File: src/rtl/car_dash_pkg.sv
// rtl/car_dash_pkg.sv - shared move encodings, FSM states and result layout for move_car_lanes
package car_dash_pkg;

    localparam logic [1:0] MV_NONE  = 2'b00;
    localparam logic [1:0] MV_LEFT  = 2'b10;
    localparam logic [1:0] MV_RIGHT = 2'b01;

    localparam int HIT_BIT = 2;

    typedef enum logic [1:0] {
        ST_IDLE = 2'd0,
        ST_EVAL = 2'd1,
        ST_HOLD = 2'd2
    } state_t;

    function automatic logic is_legal_move(input logic [1:0] mv);
        return (mv == MV_LEFT) || (mv == MV_RIGHT);
    endfunction

endpackage

File: src/rtl/immunity_timer.sv
// rtl/immunity_timer.sv - post-hit immunity flag, cleared after IMMUNE_TICKS evaluation ticks
module immunity_timer #(
    parameter int IMMUNE_TICKS = 4
) (
    input  logic clk,
    input  logic reset,
    input  logic start,
    input  logic tick,
    output logic active
);

    logic [7:0] r_count;
    logic       r_active;

    always_ff @(posedge clk or posedge reset) begin
        if (reset) begin
            r_active <= 1'b0;
            r_count  <= 8'd0;
        end else if (start) begin
            r_active <= 1'b1;
            r_count  <= 8'd0;
        end else if (tick && r_active) begin
            if (r_count == 8'(IMMUNE_TICKS - 1)) begin
                r_active <= 1'b0;
                r_count  <= 8'd0;
            end else begin
                r_count <= r_count + 8'd1;
            end
        end
    end

    assign active = r_active;

endmodule

File: src/rtl/move_car_lanes.sv
// rtl/move_car_lanes.sv - lane-change/collision evaluator; MOVE_CAR_LIVES_EN enables life counting and game_over
module move_car_lanes
    import car_dash_pkg::*;
#(
    parameter int  LANES        = 6,
    parameter int  IMMUNE_TICKS = 4,
    parameter int  LIVES        = 3,
    localparam int POS_W        = $clog2(LANES)
) (
    input  logic             clk,
    input  logic             reset,
    input  logic             step,
    input  logic [LANES-1:0] next_row,
    input  logic [LANES-1:0] head_row,
    input  logic [POS_W-1:0] position,
    input  logic [1:0]       attempt_move,
    output logic [2:0]       move_result,
    output logic             result_valid,
    output logic             immune,
    output logic [3:0]       lives_left,
    output logic             game_over
);

    localparam logic [POS_W-1:0] LAST_LANE = POS_W'(LANES - 1);
    localparam logic [POS_W:0]   LANES_W   = (POS_W + 1)'(LANES);
    localparam logic [LANES-1:0] LANE0     = LANES'(1);

    state_t           r_state, w_next_state;
    logic [1:0]       r_latch;
    logic [2:0]       r_move_result;
    logic             r_result_valid;
    logic             w_start, w_eval, w_pos_ok, w_hit_raw, w_hit;
    logic [1:0]       w_move;
    logic [POS_W-1:0] w_target;
    logic [2:0]       w_result;

    assign w_start = step && !game_over;
    assign w_eval  = (r_state == ST_EVAL);

    always_ff @(posedge clk or posedge reset) begin
        if (reset) r_state <= ST_IDLE;
        else       r_state <= w_next_state;
    end

    always_comb begin
        w_next_state = r_state;
        case (r_state)
            ST_IDLE: if (w_start) w_next_state = ST_EVAL;
            ST_EVAL: w_next_state = ST_HOLD;
            ST_HOLD: if (!step) w_next_state = ST_IDLE;
            default: w_next_state = ST_IDLE;
        endcase
    end

    // Blocked edge moves collapse to MV_NONE, so they share the stay-in-lane hit test.
    always_comb begin
        w_pos_ok = ({1'b0, position} < LANES_W);
        w_move   = MV_NONE;
        w_target = position;
        if (r_latch == MV_LEFT && position != LAST_LANE) begin
            w_move   = MV_LEFT;
            w_target = position + 1'b1;
        end else if (r_latch == MV_RIGHT && position != '0) begin
            w_move   = MV_RIGHT;
            w_target = position - 1'b1;
        end
        if (w_move == MV_NONE) w_hit_raw = |(next_row & (LANE0 << position));
        else                   w_hit_raw = |((next_row | head_row) & (LANE0 << w_target));
        w_hit    = w_pos_ok && !immune && w_hit_raw;
        w_result = 3'b000;
        if (w_pos_ok) begin
            w_result[HIT_BIT] = w_hit;
            w_result[1:0]     = w_move;
        end
    end

    always_ff @(posedge clk or posedge reset) begin
        if (reset) begin
            r_latch        <= MV_NONE;
            r_move_result  <= 3'b000;
            r_result_valid <= 1'b0;
        end else begin
            r_result_valid <= w_eval;
            if (w_eval) r_move_result <= w_result;
            if (r_state == ST_IDLE && !w_start && r_latch == MV_NONE && is_legal_move(attempt_move))
                r_latch <= attempt_move;
            else if (r_state == ST_HOLD && !step)
                r_latch <= MV_NONE;
        end
    end

    immunity_timer #(
        .IMMUNE_TICKS(IMMUNE_TICKS)
    ) u_immunity (
        .clk   (clk),
        .reset (reset),
        .start (w_eval && w_hit),
        .tick  (w_eval),
        .active(immune)
    );

`ifdef MOVE_CAR_LIVES_EN
    logic [3:0] r_lives;
    logic       r_game_over;

    always_ff @(posedge clk or posedge reset) begin
        if (reset) begin
            r_lives     <= 4'(LIVES);
            r_game_over <= 1'b0;
        end else if (w_eval && w_hit) begin
            r_lives <= r_lives - 4'd1;
            if (r_lives == 4'd1) r_game_over <= 1'b1;
        end
    end

    assign lives_left = r_lives;
    assign game_over  = r_game_over;
`else
    assign lives_left = 4'(LIVES);
    assign game_over  = 1'b0;
`endif

    assign move_result  = r_move_result;
    assign result_valid = r_result_valid;

endmodule

File: config.mk
export PLATFORM = sky130hd
export DESIGN_NAME = move_car_lanes
export DESIGN_NICKNAME = d
export VERILOG_FILES = /design/src/rtl/car_dash_pkg.sv /design/src/rtl/immunity_timer.sv /design/src/rtl/move_car_lanes.sv
export SDC_FILE = /design/constraint.sdc
export NUM_CORES = 1
export LEC_CHECK = 0
export ABC_AREA = 1
export CORE_MARGIN = 5
export CORE_UTILIZATION = 50
export CTS_BUF_LIST = sky130_fd_sc_hd__clkbuf_8
export DETAILED_ROUTE_END_ITERATION = 6
export PLACE_DENSITY = 0.84
export SLEW_MARGIN = 10
export SYNTH_ARGS = -nofsm -noshare
export SYNTH_HDL_FRONTEND = slang
export SYNTH_SLANG_ARGS = --single-unit
File: constraint.sdc
create_clock -name clk -period 2.2 [get_ports clk]
set_clock_uncertainty 0.2 [all_clocks]
set_input_delay 0.22 -clock clk [delete_from_list [all_inputs] [get_ports clk]]
set_output_delay 0.22 -clock clk [all_outputs]
set_load 0.05 [all_outputs]
==> results.yml <==
power_and_ir_drop:
  p_leak_uw: 0.000851
  clkPwrFrac: 0.141
  pwr-share-comb: 0.525
  p_sw_uw: 775
  power_switching_share: 0.467
  peakVddDrop_mv: 0.681
  p_int_uw: 883
  seqPwrFrac: 0.335
  cellPowerDensity_mw_per_mm2: 1020
finish:
  n_antenna_cell: 0
  final_area_mm2: 0.00163
  layout_common_cells: "nand2_1, nand3_1, clkdlybuf4s50_1, inv_1, dfrtp_1"
  layout.cells.non_filler: 235
  area_growth_syn_to_layout_pct: 31.1
  fillers: 213
  mostFrequentLayoutCell: "nand2_1"
  layout.nets: 233
  final_layout_size_suffix_gt1_frac: 0.185
  post-route-util: 0.670
placed_design:
  dpl.hpwl_um: 2360
  gp_congestion: 0.824
  placed_area_mm2: 0.00158
  port_buffers: 24
  placed_cells: 231
cts:
  clkTransAtPathRegs_ns: 0.06
  clock_path_buffers: 2
  clkLatencyLatePin_ns: 0.26
  cts_sinks: 17
  root_buffer: "clkbuf_8"
  cts_max_level: 1
  hold_buffers: 0
  cts_tree: "built"
  numCtsBuffers: 3
sta:
  rsz0062_at_grt: "false"
  max_freq_mhz: 481
  finalHoldWorstSlack_ns: 0.137
  fin_crit_ns: 2.08
  setup_viol: 0
  fin_setup_tns_ns: 0
  worst_pin_slew_ns: 0.630
  finalHoldViolations: 0
  post-route-period-util: 0.944
  slew_headroom: 0.580
  timing.final.max_slew_violations: 0
setup_path:
  rrSetupSlack_ns: 0.34
  critPathRequiredTime_ns: 2.15
  path_class: "in2reg"
  rr_worst_depth: 13
  r2r-end: "u_immunity.r_count[5]"
  worstPathArrival_ns: 2.03
  cp-end-kind: "register"
  critPathLaunchType: "input port"
  cp-startpoint: "position[0]"
  worstSetupEndpoint: "u_immunity.r_count[5]"
  reg2reg_from: "r_latch[0]"
  path_max_fanout: 10
logic_synthesis:
  syn_area_per_cell_um2: 7.40
  netlist_instances: 168
  syn_area_mm2: 0.00124
  synth_cell_types: 25
  synth_edf_count: 0
  synth-seq-cells: 17
  synth.yosys.seq_area_share: 0.342
  synth_ff_type: "dfrtp_1"
  yosys_warnings: 0
  synthArstFlopShare: 1.00
drt:
  drtAntennaViolNets: 0
  routed_wl_um: 3170
  drt_first_pass_iters: 4
  drc_errors: 0
  viasPerCell: 5.27
  post_drt_wl_per_cell_um: 13.5
  vias: 1239
  drt_iter0_drc: 54
floorplanning:
  die_y_um: 59.9
  pin_count: 30
  die_area_mm2: 0.00358
  fp.dieW_um: 59.9
  rows: 18
  coreArea_mm2: 0.00243
  start_util: 0.511
global_route:
  grt_pass1_wl_um: 5110
  grt.total_usage: 0.189
  grt_max_degree: 18
  globalRouteOverflowTotal: 0
  antenna_found_initial: 0
  grt_pass1_vias: 1220
worst_hold_path:
  hp-class: "in2async"
job:
  drv_cap: 0
outcome:
  outcome: "complete, no violations"
-- how the worst min path moves through the flow --
stage | from | end | slack (ns) | cells past startpoint
after CTS | reset | u_immunity.r_count[2] | 0.16 | 2
final | reset | u_immunity.r_count[2] | 0.14 | 2
after global placement | r_state[1] | result_valid | 0.29 | 1
after global routing | reset | r_state[0] | 0.19 | 2
after detailed placement | move_result[2] | move_result[2] | 0.28 | 2
after floorplan | reset | move_result[0] | -0.05 | 1
-- cell families (layout without fill, tap and decap cells) --
kind of cell | after synthesis | count (layout) | synth area share
flops | 17 | 17 | 0.342
simple gates | 103 | 103 | 0.419
buf+inv | 25 | 59 | 0.0906
compound gates | 10 | 10 | 0.0433
other cells | 2 | 5 | 0.00604
xor+xnor | 4 | 4 | 0.0282
fa+ha+maj | 7 | 7 | 0.0705
-- layout make-up --
cell class / instances / area (µm²) / share of cell area
clock buffer: 3 / 41.3 / 0.0253
timing repair buffer: 35 / 325 / 0.200
tap: 30 / 37.5 / 0.0230
inverter: 20 / 75.1 / 0.0461
multi-input combinational: 129 / 721 / 0.442
clock inverter: 1 / 3.75 / 0.00230
sequential: 17 / 425 / 0.261
-- worst max-delay path: stages --
cell	delay (ns)
clkdlybuf4s50_1	0.45
buf_4	0.17
ha_1	0.19
ha_1	0.28
o21ai_1	0.30
a21oi_2	0.11
nand2_2	0.08
nand2_4	0.08
nand3_1	0.10
nand2_1	0.06
-- per-stage QoR --
stage          worst slack (ns)  power (µW)
2_1_floorplan             0.496        1150
3_3_place_gp            -0.0628        1370
3_5_place_dp             -0.137        1410
4_1_cts                   0.125        1650
5_1_grt                  0.0165        1780
6_report                  0.122        1660
-- synth_stat cells (2+ instances only) --
cell type | instances | share of area
buf_4 | 5 | 0.030
conb_1 | 2 | 0.0060
dfrtp_1 | 17 | 0.34
ha_1 | 7 | 0.070
inv_1 | 18 | 0.054
inv_2 | 2 | 0.0060
nand2_1 | 40 | 0.12
nand2_2 | 6 | 0.030
nand2_4 | 3 | 0.027
nand3_1 | 29 | 0.12
nand4_1 | 3 | 0.015
nor2_1 | 9 | 0.027
o21ai_0 | 7 | 0.028
o21ai_1 | 2 | 0.0081
or2_2 | 5 | 0.025
xor2_1 | 4 | 0.028
-- state kept, by name, indices dropped and copies added (netlist names) --
name / flops
move_result: 3
r_latch: 2
r_state: 2
result_valid: 1
u_immunity.active: 1
u_immunity.r_count: 8
-- layer usage --
layer  wire length, µm  track usage  vias up
met5                 0            0        -
met4                80       0.0823        0
met3               214       0.0302       10
met2              1630        0.349       41
met1              1250        0.209      584
li1                  -            -      604
-- power groups by stage --
stage               logic, µW  registers, µW  clock network, µW
floorplan                 523            623                  0
global placement          827            539                  0
detailed placement        865            548                  0
CTS                       869            547                237
global route              960            567                255
finish                    870            555                233
-- repair_timing --
action | in CTS | in global routing
setup buffers | 0 | 0
resized for setup | 0 | 4
endpoints found under the setup margin | 0 | 8
No activity file was read; power rests on OpenSTA's default activity.
